`src/rtl/mc_alu_control_if.sv`:
```
// mc_alu_control_if
//   Bundle between the multi-cycle MIPS main control FSM and the datapath.
//   master modport : the controller (samples opcode/mem_ready, drives strobes)
//   slave modport  : the datapath/memory side (drives opcode/mem_ready)
//   Signals:
//     opcode      IR[31:26], meaningful from DECODE onward
//     mem_ready   memory finishes the current read/write this cycle
//     PCWrite, PCWriteCond, IorD, MemRead, MemWrite, IRWrite,
//     MemtoReg, RegDst, RegWrite, ALUSrcA, ALUSrcB[1:0], ALUOp[1:0],
//     PCSource[1:0]  datapath mux selects and enables
//     illegal_op  one-cycle pulse for an undecodable opcode
//     state_dbg   current FSM state encoding
interface mc_alu_control_if;
  logic [5:0] opcode;
  logic       mem_ready;
  logic       PCWrite;
  logic       PCWriteCond;
  logic       IorD;
  logic       MemRead;
  logic       MemWrite;
  logic       IRWrite;
  logic       MemtoReg;
  logic       RegDst;
  logic       RegWrite;
  logic       ALUSrcA;
  logic [1:0] ALUSrcB;
  logic [1:0] ALUOp;
  logic [1:0] PCSource;
  logic       illegal_op;
  logic [3:0] state_dbg;

  modport master (
    input  opcode, mem_ready,
    output PCWrite, PCWriteCond, IorD, MemRead, MemWrite, IRWrite,
           MemtoReg, RegDst, RegWrite, ALUSrcA, ALUSrcB, ALUOp, PCSource,
           illegal_op, state_dbg
  );

  modport slave (
    output opcode, mem_ready,
    input  PCWrite, PCWriteCond, IorD, MemRead, MemWrite, IRWrite,
           MemtoReg, RegDst, RegWrite, ALUSrcA, ALUSrcB, ALUOp, PCSource,
           illegal_op, state_dbg
  );
endinterface

```
`src/rtl/mc_alu_control.sv`:
```
// mc_alu_control
//   Multi-cycle MIPS main control FSM. Sequences the shared ALU, register
//   file, PC/IR registers and the unified memory port, one state per cycle.
//   Memory states stall on mem_ready.
//   Ports:
//     clk    rising-edge clock
//     reset  asynchronous, active-high; forces every output to 0 and the
//            state to FETCH
//     bus    mc_alu_control_if.master: opcode/mem_ready in, strobes out
//   Build option:
//     ADDI_EN  when defined, addi executes through ADDIEX/ADDIWB; otherwise
//              addi is an illegal opcode and encodings 10/11 are unused.
module mc_alu_control (
  input  logic              clk,
  input  logic              reset,
  mc_alu_control_if.master  bus
);

  localparam logic [5:0] OP_RTYPE = 6'b000000;
  localparam logic [5:0] OP_LW    = 6'b100011;
  localparam logic [5:0] OP_SW    = 6'b101011;
  localparam logic [5:0] OP_BEQ   = 6'b000100;
  localparam logic [5:0] OP_J     = 6'b000010;
  localparam logic [5:0] OP_ADDI  = 6'b001000;

  typedef enum logic [3:0] {
    S_FETCH  = 4'd0,
    S_DECODE = 4'd1,
    S_MEMADR = 4'd2,
    S_MEMRD  = 4'd3,
    S_MEMWB  = 4'd4,
    S_MEMWR  = 4'd5,
    S_EXEC   = 4'd6,
    S_RWB    = 4'd7,
    S_BRANCH = 4'd8,
    S_JUMP   = 4'd9
`ifdef ADDI_EN
    ,
    S_ADDIEX = 4'd10,
    S_ADDIWB = 4'd11
`endif
  } state_t;

  state_t state;

  // Opcodes DECODE knows how to dispatch.
  function automatic logic op_legal(input logic [5:0] op);
    logic ok;
    ok = 1'b0;
    case (op)
      OP_RTYPE, OP_LW, OP_SW, OP_BEQ, OP_J: ok = 1'b1;
`ifdef ADDI_EN
      OP_ADDI: ok = 1'b1;
`else
      OP_ADDI: ok = 1'b0;
`endif
      default: ok = 1'b0;
    endcase
    return ok;
  endfunction

  // State register with next-state decode. Unused encodings fall back to FETCH.
  always_ff @(posedge clk or posedge reset) begin
    if (reset) begin
      state <= S_FETCH;
    end else begin
      case (state)
        S_FETCH:  if (bus.mem_ready) state <= S_DECODE;
        S_DECODE: begin
          case (bus.opcode)
            OP_LW, OP_SW: state <= S_MEMADR;
            OP_RTYPE:     state <= S_EXEC;
            OP_BEQ:       state <= S_BRANCH;
            OP_J:         state <= S_JUMP;
`ifdef ADDI_EN
            OP_ADDI:      state <= S_ADDIEX;
`endif
            default:      state <= S_FETCH;
          endcase
        end
        S_MEMADR: begin
          if (bus.opcode == OP_LW)      state <= S_MEMRD;
          else if (bus.opcode == OP_SW) state <= S_MEMWR;
          else                          state <= S_FETCH;
        end
        S_MEMRD:  if (bus.mem_ready) state <= S_MEMWB;
        S_MEMWB:  state <= S_FETCH;
        S_MEMWR:  if (bus.mem_ready) state <= S_FETCH;
        S_EXEC:   state <= S_RWB;
        S_RWB:    state <= S_FETCH;
        S_BRANCH: state <= S_FETCH;
        S_JUMP:   state <= S_FETCH;
`ifdef ADDI_EN
        S_ADDIEX: state <= S_ADDIWB;
        S_ADDIWB: state <= S_FETCH;
`endif
        default:  state <= S_FETCH;
      endcase
    end
  end

  // Moore decode of the strobes. FETCH's IRWrite/PCWrite follow mem_ready
  // so PC+4 and the IR load happen only on the cycle the fetch completes.
  // Reset gates everything to 0 because FETCH itself would assert MemRead.
  always_comb begin
    bus.PCWrite     = 1'b0;
    bus.PCWriteCond = 1'b0;
    bus.IorD        = 1'b0;
    bus.MemRead     = 1'b0;
    bus.MemWrite    = 1'b0;
    bus.IRWrite     = 1'b0;
    bus.MemtoReg    = 1'b0;
    bus.RegDst      = 1'b0;
    bus.RegWrite    = 1'b0;
    bus.ALUSrcA     = 1'b0;
    bus.ALUSrcB     = 2'b00;
    bus.ALUOp       = 2'b00;
    bus.PCSource    = 2'b00;
    bus.illegal_op  = 1'b0;
    bus.state_dbg   = state;
    case (state)
      S_FETCH: begin
        bus.MemRead = 1'b1;
        bus.ALUSrcB = 2'b01;
        bus.IRWrite = bus.mem_ready;
        bus.PCWrite = bus.mem_ready;
      end
      S_DECODE: begin
        // Speculative branch target (PC + imm<<2) into ALUOut.
        bus.ALUSrcB    = 2'b11;
        bus.illegal_op = ~op_legal(bus.opcode);
      end
      S_MEMADR: begin
        bus.ALUSrcA = 1'b1;
        bus.ALUSrcB = 2'b10;
      end
      S_MEMRD: begin
        bus.MemRead = 1'b1;
        bus.IorD    = 1'b1;
      end
      S_MEMWB: begin
        bus.RegWrite = 1'b1;
        bus.MemtoReg = 1'b1;
      end
      S_MEMWR: begin
        bus.MemWrite = 1'b1;
        bus.IorD     = 1'b1;
      end
      S_EXEC: begin
        bus.ALUSrcA = 1'b1;
        bus.ALUOp   = 2'b10;
      end
      S_RWB: begin
        bus.RegWrite = 1'b1;
        bus.RegDst   = 1'b1;
      end
      S_BRANCH: begin
        bus.ALUSrcA     = 1'b1;
        bus.ALUOp       = 2'b01;
        bus.PCWriteCond = 1'b1;
        bus.PCSource    = 2'b01;
      end
      S_JUMP: begin
        bus.PCWrite  = 1'b1;
        bus.PCSource = 2'b10;
      end
`ifdef ADDI_EN
      S_ADDIEX: begin
        bus.ALUSrcA = 1'b1;
        bus.ALUSrcB = 2'b10;
      end
      S_ADDIWB: begin
        bus.RegWrite = 1'b1;
      end
`endif
      default: ;
    endcase
    if (reset) begin
      bus.PCWrite     = 1'b0;
      bus.PCWriteCond = 1'b0;
      bus.IorD        = 1'b0;
      bus.MemRead     = 1'b0;
      bus.MemWrite    = 1'b0;
      bus.IRWrite     = 1'b0;
      bus.MemtoReg    = 1'b0;
      bus.RegDst      = 1'b0;
      bus.RegWrite    = 1'b0;
      bus.ALUSrcA     = 1'b0;
      bus.ALUSrcB     = 2'b00;
      bus.ALUOp       = 2'b00;
      bus.PCSource    = 2'b00;
      bus.illegal_op  = 1'b0;
      bus.state_dbg   = 4'd0;
    end
  end

endmodule

```
`src/flat_wrapper.sv`:
```
// flat-port wrapper written by rule: the top's interface ports become plain ports
module mc_alu_control_flat 
  (clk, reset, bus_opcode, bus_mem_ready, bus_PCWrite, bus_PCWriteCond, bus_IorD, bus_MemRead, bus_MemWrite, bus_IRWrite, bus_MemtoReg, bus_RegDst, bus_RegWrite, bus_ALUSrcA, bus_ALUSrcB, bus_ALUOp, bus_PCSource, bus_illegal_op, bus_state_dbg);
  mc_alu_control_if bus_i ();
  input  logic clk;
  input  logic reset;
  input wire logic [$bits(bus_i.opcode)-1:0] bus_opcode;
  input wire logic [$bits(bus_i.mem_ready)-1:0] bus_mem_ready;
  output wire logic [$bits(bus_i.PCWrite)-1:0] bus_PCWrite;
  output wire logic [$bits(bus_i.PCWriteCond)-1:0] bus_PCWriteCond;
  output wire logic [$bits(bus_i.IorD)-1:0] bus_IorD;
  output wire logic [$bits(bus_i.MemRead)-1:0] bus_MemRead;
  output wire logic [$bits(bus_i.MemWrite)-1:0] bus_MemWrite;
  output wire logic [$bits(bus_i.IRWrite)-1:0] bus_IRWrite;
  output wire logic [$bits(bus_i.MemtoReg)-1:0] bus_MemtoReg;
  output wire logic [$bits(bus_i.RegDst)-1:0] bus_RegDst;
  output wire logic [$bits(bus_i.RegWrite)-1:0] bus_RegWrite;
  output wire logic [$bits(bus_i.ALUSrcA)-1:0] bus_ALUSrcA;
  output wire logic [$bits(bus_i.ALUSrcB)-1:0] bus_ALUSrcB;
  output wire logic [$bits(bus_i.ALUOp)-1:0] bus_ALUOp;
  output wire logic [$bits(bus_i.PCSource)-1:0] bus_PCSource;
  output wire logic [$bits(bus_i.illegal_op)-1:0] bus_illegal_op;
  output wire logic [$bits(bus_i.state_dbg)-1:0] bus_state_dbg;
  assign bus_i.opcode = bus_opcode;
  assign bus_i.mem_ready = bus_mem_ready;
  assign bus_PCWrite = bus_i.PCWrite;
  assign bus_PCWriteCond = bus_i.PCWriteCond;
  assign bus_IorD = bus_i.IorD;
  assign bus_MemRead = bus_i.MemRead;
  assign bus_MemWrite = bus_i.MemWrite;
  assign bus_IRWrite = bus_i.IRWrite;
  assign bus_MemtoReg = bus_i.MemtoReg;
  assign bus_RegDst = bus_i.RegDst;
  assign bus_RegWrite = bus_i.RegWrite;
  assign bus_ALUSrcA = bus_i.ALUSrcA;
  assign bus_ALUSrcB = bus_i.ALUSrcB;
  assign bus_ALUOp = bus_i.ALUOp;
  assign bus_PCSource = bus_i.PCSource;
  assign bus_illegal_op = bus_i.illegal_op;
  assign bus_state_dbg = bus_i.state_dbg;
  mc_alu_control u_core (.clk(clk), .reset(reset), .bus(bus_i));
endmodule
```
`config.mk`:
```
export PLATFORM = sky130hd
export DESIGN_NAME = mc_alu_control_flat
export DESIGN_NICKNAME = d
export VERILOG_FILES = /design/src/rtl/mc_alu_control_if.sv /design/src/rtl/mc_alu_control.sv /design/src/flat_wrapper.sv
export SDC_FILE = /design/constraint.sdc
export NUM_CORES = 1
export LEC_CHECK = 0
export BUFFER_PORTS_ARGS = -buffer_cell sky130_fd_sc_hd__buf_2
export CORE_UTILIZATION = 35
export CTS_CLUSTER_SIZE = 30
export DETAILED_ROUTE_END_ITERATION = 7
export MAX_ROUTING_LAYER = met4
export PLACE_DENSITY = 0.66
export SETUP_SLACK_MARGIN = 0.15
export SYNTH_ARGS = -nofsm -noshare
export SYNTH_HDL_FRONTEND = slang
export SYNTH_SLANG_ARGS = --single-unit
export TNS_END_PERCENT = 10
```
`constraint.sdc`:
```
create_clock -name clk -period 1.9 [get_ports clk]
set_clock_uncertainty 0.1 [all_clocks]
set_input_delay 0.38 -clock clk [delete_from_list [all_inputs] [get_ports clk]]
set_output_delay 0.38 -clock clk [all_outputs]
set_load 0.03 [all_outputs]
```
==> reports/results.tsv, run 1 <==
stage	metric	value	unit
run_status	status	complete, but fails checks	
run_status	failing checks	setup timing	
clock_tree	Max H-tree Level	1	
global_routing	global-route wire length before repair	2270	um
critical_path	CP Max Fanout	4	
detailed_routing	routed wire length	1643	um
clock_tree	CTS tree	yes	
layout	Layout Nets	125	
layout	Largest Register	u_core.state	
global_routing	vias in the first global route	570	
power_and_ir_drop	highest ir drop seen on vdd	522.2	uV
floorplan	die area	0.001653	mm^2
power_and_ir_drop	Power Dens Cells	737.5	mW/mm^2
critical_path	Crit path required time	1420	ps
detailed_routing	antenna viol nets, final	0	
hold_path	type of the most critical hold path	primary input to asynchronous set/reset pin	
floorplan	Placeable Area	0.001350	mm^2
layout	FF/Latch Area	100.1	um^2
run	MaxCap Viol Count	0	
floorplan	row count	13	
timing	Final Max Slew Viols	0	
timing	Period minus WS final	1965	ps
yosys	EDFF count, synth	0	
layout	area grow syn2layout	84.69	%
yosys	ys async rst share	100.0	%
global_routing	initial antenna violation count	0	
clock_tree	clock-pin slew on the worst setup and hold paths	40	ps
clock_tree	hold-fix buffers at CTS	0	
timing	period utilization	103.4	%
floorplan	I/O Pins	30	
timing	Fmax	509.0	MHz
critical_path	startpoint types	flip-flop	
yosys	average cell area after synthesis	6.882	um^2
yosys	Post-synth top flop	dfrtp_1	
detailed_routing	initial detailed-routing violation count	15	
yosys	synth unique cells	28	
placement	Buffers on Ports	29	
floorplan	Die W	40.66	um
critical_path	Worst Setup End Kind	output pin	
layout	layout cells sized above 1	57.89	%
clock_tree	later-pin clock latency in the skew report	230	ps
power_and_ir_drop	Leak	0.4399	nW
detailed_routing	drt via density	5.488	
timing	final setup vio count	4	
yosys	post-synthesis sequential area ratio	19.14	%
yosys	Synth Cell Area	523.0	um^2
clock_tree	TritonCTS Buffers	3	
layout	antenna cells	0	
detailed_routing	DRT Pass-1 Iters	3	
critical_path	Crit Path Category	flip-flop to output pin	
layout	multi-input logic area	494.2	um^2
layout	FILL cells	109	
critical_path	CP arrival	1480	ps
timing	final hold violation count	0	
placement	GPL Wtd Cong	0.8386	
timing	Worst-Margin Slew	303.5	ps
global_routing	Total GRT Usage	21.26	%
global_routing	grt ovf	0	
yosys	YS warnings	0	
detailed_routing	drt drc	0	
yosys	syn nets	85	
layout	most common cell after layout, fill and taps aside	buf_4	
layout	max FFs per register	4	
yosys	Post-Synthesis Cells	76	
clock_tree	clk buf depth	2	
global_routing	largest net degree at the start of global routing	14	
timing	RSZ-0062 raised after global routing	true	
timing	PnR worst setup slack	-64.64	ps
floorplan	initial core utilization	38.74	%
timing	slew margin rel.	79.48	%
yosys	FF+latch count, synth	4	
placement	pre-CTS setup slack	-8.056	ps
floorplan	die height	40.66	um
detailed_routing	WL per Instance	12.74	um
layout	biggest registers after layout	u_core.state: 4 flops	
clock_tree	CTS sink count	4	
detailed_routing	Vias	708	
clock_tree	CTS Root Cell	clkbuf_4	
timing	final setup TNS	-145.2	ps
layout	most frequent cells in the layout	buf_4, buf_2, nor2_1	
placement	hpwl dp	1194	um
-- synth_stat cells, types with 2 or more instances --
master    count  area, um^2
a211oi_1      3       22.52
inv_1         4       15.01
nor3_1        6       30.03
nand4b_1      2       17.52
nor4_1        4       25.02
nor2b_1       2       12.51
nor4b_1       3       26.28
a21oi_1       4       20.02
xnor2_1       2       17.52
dfrtp_1       4       100.1
clkbuf_1      4       15.01
and3_1        3       18.77
nor2_1       12       45.04
o21ai_0       3       15.01
nand2b_1      4       25.02
nand2_1       4       15.01
-- cell families (layout without fill, tap and decap cells) --
group                     count (synthesis)  after routing  synth area share [%]
DFF                                       4              4                 19.14
buffers and inverters                    10             48                 7.893
xor gates and xnor gates                  2              2                 3.350
and+or+nand+nor                          45             45                 50.96
AOI/OAI and AO/OA                        15             15                 18.66
-- layer usage --
metal | track usage (%) | up-vias | wire length, um
li1 | - | 355 | -
met1 | 22.67 | 325 | 674
met2 | 36.51 | 26 | 889
met3 | 4.348 | 2 | 62
met4 | 11.67 | 0 | 16
met5 | - | - | 0
-- power by group --
part           internal [mW]  switching [mW]
Combinational          0.210           0.288
Sequential            0.0998          0.0120
Clock                 0.0704          0.0318
-- path summary, 6_finish.rpt --
path	start	to	cells after the start	slack, ps
max	u_core.state[3]	bus_PCWrite	6	-60
min	reset	u_core.state[0]	3	80
max reg2reg	u_core.state[1]	u_core.state[2]	4	230
min reg2reg	u_core.state[2]	u_core.state[3]	2	500
max in group asynchronous	reset	u_core.state[2]	3	1520
min in group clk	bus_opcode[4]	u_core.state[3]	2	350
-- through the flow --
step / util, % / power (mW) / hold slack [ps] / std cells / instance area, um^2
detailed placement: 60.06 / 0.5343 / 316.1 / 124 / 810.8
global route: 71.55 / 0.7592 / 97.53 / 129 / 965.9
floorplan: - / 0.4143 / 54.40 / 76 / 599.3
global placement: 60.06 / 0.5301 / 319.9 / 124 / 810.8
finish: 71.55 / 0.7124 / 75.14 / 129 / 965.9
CTS: 65.99 / 0.6677 / 72.14 / 127 / 890.9
-- timing repair --
item / CTS / global route
pin swaps: 5 / 4
setup buffers: 0 / 2
resized for setup: 21 / 16
setup endpoints to repair: 17 / 18
-- worst max-delay path: stages (launching register included) --
cell,delay (ps)
dfrtp_1,410
buf_6,140
buf_4,130
nand2_2,150
nor2_4,60
or2_4,240
buf_6,140
-- cell type report --
class                      count  share of cell area, %
clock buffer                   3                  2.332
timing repair buffer          41                  32.64
multi-input combinational     62                  51.17
sequential                     4                  10.36
tap                           15                  1.943
inverter                       4                  1.554
No activity file was read; power rests on OpenSTA's default activity.
==> run 2, diff against run 1 <==
--- a/config.mk
+++ b/config.mk
@@ -12,6 +12,7 @@
 export MAX_ROUTING_LAYER = met4
 export PLACE_DENSITY = 0.66
 export SETUP_SLACK_MARGIN = 0.15
+export SKIP_CTS_REPAIR_TIMING = 1
 export SYNTH_ARGS = -nofsm -noshare
 export SYNTH_HDL_FRONTEND = slang
 export SYNTH_SLANG_ARGS = --single-unit
==> reports/results.tsv, run 2 (synthesis gave the netlist of run 1 again) <==
stage	metric	value	unit
run_status	status	complete, but fails checks	
run_status	failing checks	setup timing	
run	MaxCap Viol Count	0	
timing	final hold violation count	0	
floorplan	row count	13	
detailed_routing	drt drc	0	
layout	FF/Latch Area	100.1	um^2
floorplan	Die W	40.66	um
global_routing	global-route wire length before repair	2270	um
layout	Largest Register	u_core.state	
floorplan	die height	40.66	um
layout	Layout Nets	123	
global_routing	met3 global-route usage	4.348	%
detailed_routing	Vias	700	
floorplan	Placeable Area	0.001350	mm^2
critical_path	Worst Setup End Kind	output pin	
clock_tree	CTS Root Cell	clkbuf_4	
placement	hpwl dp	1194	um
detailed_routing	drt via density	5.512	
layout	antenna cells	0	
clock_tree	CTS tree	yes	
timing	Worst-Margin Slew	337.1	ps
clock_tree	later-pin clock latency in the skew report	230	ps
layout	max FFs per register	4	
layout	multi-input logic area	469.2	um^2
critical_path	Worst R2R Start	u_core.state[1]	
power_and_ir_drop	Final Power	0.6696	mW
critical_path	Crit Path Category	flip-flop to output pin	
clock_tree	CTS sink count	4	
layout	biggest registers after layout	u_core.state: 4 flops	
layout	layout cells sized above 1	53.57	%
critical_path	Critical Path Max Stage Delay	380	ps
hold_path	type of the most critical hold path	primary input to asynchronous set/reset pin	
placement	Buffers on Ports	29	
power_and_ir_drop	Leak	0.4147	nW
critical_path	CP Max Fanout	10	
global_routing	Total GRT Usage	21.26	%
floorplan	I/O Pins	30	
clock_tree	Max H-tree Level	1	
clock_tree	clock-pin slew on the worst setup and hold paths	40	ps
timing	RSZ-0062 raised after global routing	true	
critical_path	CP max stage cell	dfrtp_1	
global_routing	grt peak-use layer	met2	
detailed_routing	DRT Pass-1 Iters	4	
detailed_routing	WL per Instance	12.57	um
placement	placed instance count	124	
layout	most frequent cells in the layout	buf_4, buf_2, nor2_1	
clock_tree	clk buf depth	2	
global_routing	largest net degree at the start of global routing	14	
global_routing	grt ovf	0	
placement	GPL Wtd Cong	0.8386	
critical_path	startpoint types	flip-flop	
critical_path	Crit path required time	1420	ps
critical_path	critical path, cell by cell	buf_6 -> buf_8 -> xnor2_2 -> nor4b_2 -> buf_4	
power_and_ir_drop	Power Dens Cells	740.2	mW/mm^2
timing	slew margin rel.	77.21	%
power_and_ir_drop	highest ir drop seen on vdd	515.7	uV
layout	fin cells	127	
global_routing	GRT met1 Usage	23.67	%
timing	period utilization	106.9	%
critical_path	Crit. Startpoint	u_core.state[2]	
detailed_routing	initial detailed-routing violation count	9	
layout	post-layout util	67.01	%
detailed_routing	antenna viol nets, final	0	
layout	FILL cells	119	
timing	final setup vio count	4	
timing	Period minus WS final	2031	ps
floorplan	die area	0.001653	mm^2
layout	area grow syn2layout	72.97	%
timing	Fmax	492.4	MHz
detailed_routing	routed wire length	1596	um
global_routing	initial antenna violation count	0	
placement	pre-CTS setup slack	-8.056	ps
global_routing	met2 global-route usage	35.32	%
floorplan	initial core utilization	38.74	%
critical_path	CP arrival	1550	ps
global_routing	vias in the first global route	572	
clock_tree	TritonCTS Buffers	3	
timing	Final Max Slew Viols	0	
timing	PnR worst setup slack	-130.8	ps
timing	Hold WS	73.88	ps
layout	most common cell after layout, fill and taps aside	buf_4	
run 2: per-layer routing:
layer  part of all wire (%)  up-vias
met1                     41      319
li1                       -      347
met5                      0        -
met2                     53       32
met3                    4.6        2
met4                    1.0        0
run 2: path summary, 6_finish.rpt:
check,slack [ps],depth (start not counted),to
worst max-delay path,-130,5,bus_IorD
worst min-delay path,70,3,u_core.state[0]
worst max register to register,210,4,u_core.state[2]
worst min register to register,520,2,u_core.state[3]
max in group asynchronous,1520,3,u_core.state[2]
min in group clk,350,2,u_core.state[3]
run 2: layout make-up:
cell class	count	area share, %
multi-input combinational	62	51.87
timing repair buffer	39	30.84
sequential	4	11.07
clock buffer	3	2.490
tap	15	2.075
inverter	4	1.660
run 2: critical path, delay by kind of cell, from the launching register on:
kind,cells,cell delay (ps)
buf+inv,3,490
simple gates,1,310
flops,1,380
xor+xnor,1,130
run 2: metrics by stage:
stage	TNS [ps]	instance area, um^2
2_1_floorplan	-172.2	599.3
3_3_place_gp	0	810.8
3_5_place_dp	-8.056	810.8
4_1_cts	-769.1	833.3
5_1_grt	-830.5	904.6
6_report	-238.1	904.6
run 2: where the power goes:
group	internal [mW]	switching (mW)	leakage, nW
registers	0.0997	0.00907	0.0538
clock network	0.0704	0.0321	0.0138
logic	0.182	0.277	0.347
total	0.352	0.318	0.415
==> run 3, diff against run 2 <==
--- a/config.mk
+++ b/config.mk
@@ -10,7 +10,7 @@
 export CTS_CLUSTER_SIZE = 30
 export DETAILED_ROUTE_END_ITERATION = 7
 export MAX_ROUTING_LAYER = met4
-export PLACE_DENSITY = 0.66
+export PLACE_DENSITY = 0.69
 export SETUP_SLACK_MARGIN = 0.15
 export SKIP_CTS_REPAIR_TIMING = 1
 export SYNTH_ARGS = -nofsm -noshare
==> constraint.sdc (replaced) <==
create_clock -name clk -period 1.8 [get_ports clk]
set_clock_uncertainty 0.1 [all_clocks]
set_input_delay 0.36 -clock clk [delete_from_list [all_inputs] [get_ports clk]]
set_output_delay 0.36 -clock clk [all_outputs]
set_load 0.03 [all_outputs]
==> reports/results.tsv, run 3 (synthesis gave the netlist of run 1 again) <==
stage	metric	value	unit
run_status	status	complete, but fails checks	
run_status	failing checks	setup timing	
floorplan	die height	40.66	um
layout	max FFs per register	4	
layout	area grow syn2layout	80.62	%
detailed_routing	routed wire length	1718	um
layout	biggest registers after layout	u_core.state: 4 flops	
detailed_routing	drt via density	5.492	
clock_tree	CTS tree	yes	
detailed_routing	initial detailed-routing violation count	13	
global_routing	global-route wire length before repair	2352	um
critical_path	Worst Setup End Kind	output pin	
detailed_routing	drt drc	0	
timing	Final Max Slew Viols	0	
timing	slew margin rel.	71.68	%
floorplan	row count	13	
layout	fin cells	128	
clock_tree	later-pin clock latency in the skew report	240	ps
hold_path	type of the most critical hold path	primary input to asynchronous set/reset pin	
floorplan	die area	0.001653	mm^2
floorplan	Placeable Area	0.001350	mm^2
placement	GPL Wtd Cong	0.8777	
timing	final setup vio count	10	
critical_path	CP arrival	1470	ps
global_routing	grt ovf	0	
global_routing	largest net degree at the start of global routing	17	
layout	FF/Latch Area	100.1	um^2
floorplan	I/O Pins	30	
detailed_routing	DRT Pass-1 Iters	4	
clock_tree	CTS sink count	4	
clock_tree	CTS Root Cell	clkbuf_4	
run	MaxCap Viol Count	0	
placement	placed instance count	125	
clock_tree	clock-pin slew on the worst setup and hold paths	40	ps
layout	antenna cells	0	
timing	RSZ-0062 raised after global routing	true	
detailed_routing	WL per Instance	13.42	um
layout	multi-input logic area	493.0	um^2
timing	Hold WS	39.51	ps
floorplan	initial core utilization	38.74	%
timing	Period minus WS final	1931	ps
floorplan	Die W	40.66	um
timing	PnR worst setup slack	-131.1	ps
detailed_routing	Vias	703	
layout	Largest Register	u_core.state	
layout	FILL cells	113	
timing	period utilization	107.3	%
clock_tree	Max H-tree Level	1	
detailed_routing	antenna viol nets, final	0	
power_and_ir_drop	Power Dens Cells	837.2	mW/mm^2
critical_path	r2r endpoint	u_core.state[2]	
critical_path	Critical path destination	bus_illegal_op	
critical_path	Crit Path Category	flip-flop to output pin	
placement	Buffers on Ports	29	
critical_path	Crit path required time	1340	ps
critical_path	worst reg2reg path depth	5	
critical_path	Worst R2R Start	u_core.state[2]	
layout	Layout Nets	124	
timing	final hold violation count	0	
layout	layout cells sized above 1	58.41	%
power_and_ir_drop	Leak	0.4311	nW
layout	most frequent cells in the layout	buf_4, buf_2, nor2_1	
critical_path	R2R Setup Slk	70	ps
clock_tree	TritonCTS Buffers	3	
global_routing	vias in the first global route	562	
critical_path	startpoint types	flip-flop	
critical_path	CP Max Fanout	3	
clock_tree	clk buf depth	2	
critical_path	Crit. Startpoint	u_core.state[2]	
placement	hpwl dp	1192	um
power_and_ir_drop	highest ir drop seen on vdd	720.8	uV
layout	most common cell after layout, fill and taps aside	buf_4	
global_routing	Total GRT Usage	22.87	%
global_routing	initial antenna violation count	0	
timing	Worst-Margin Slew	419.0	ps
timing	Fmax	517.8	MHz
## run 3: cell types whose count changed in the layout (fill, tap and decap cells not counted), moves of 2 or more
cell	delta
buf_4	-3
clkbuf_4	+3
nand2_1	-2
nand2_2	+2
nand2b_1	-2
nand2b_4	+2
## run 3: area by class of cell
type | instances | area share (%)
well taps | 15 | 1.987
repair buffers | 40 | 31.26
inverters | 4 | 1.589
clock buffers | 3 | 2.384
flip-flops and latches | 4 | 10.60
multi-input cells | 62 | 52.19
## run 3: how the worst min path moves through the flow
stage | endpoint | slack [ps] | cells past startpoint
floorplan | u_core.state[0] | 30 | 1
global placement | u_core.state[1] | 270 | 3
detailed placement | u_core.state[0] | 280 | 3
CTS | u_core.state[2] | 20 | 3
global route | u_core.state[2] | 70 | 3
finish | u_core.state[2] | 40 | 3
## run 3: layer usage
metal | track usage, % | routed length, um | vias up
met5 | - | 0 | -
li1 | - | - | 349
met1 | 24.92 | 688 | 318
met3 | 1.630 | 79 | 3
met2 | 39.68 | 925 | 33
met4 | 15.00 | 24 | 0
## run 3: worst max-delay path: stages, from the launching register on
cell	delay, ps
dfrtp_1	390
or4b_4	560
nor3_2	110
buf_4	170
## run 3: power by group
part | total (mW) | switching (mW) | internal [mW] | leakage [nW]
Combinational | 0.558 | 0.319 | 0.240 | 0.363
Sequential | 0.119 | 0.0137 | 0.105 | 0.0538
Clock | 0.114 | 0.0388 | 0.0747 | 0.0138
Total | 0.791 | 0.371 | 0.419 | 0.431
## run 3: through the flow
stage | power [mW] | util, % | setup TNS [ps] | instance area (um^2) | worst slack [ps]
floorplan | 0.4374 | - | -586.6 | 599.3 | -137.0
global placement | 0.5996 | 61.54 | -38.89 | 830.8 | -38.89
detailed placement | 0.6029 | 61.54 | -70.20 | 830.8 | -70.20
CTS | 0.7234 | 63.21 | -1674 | 853.3 | -240.4
global route | 0.8393 | 69.97 | -1732 | 944.7 | -209.1
finish | 0.7908 | 69.97 | -641.5 | 944.7 | -131.1
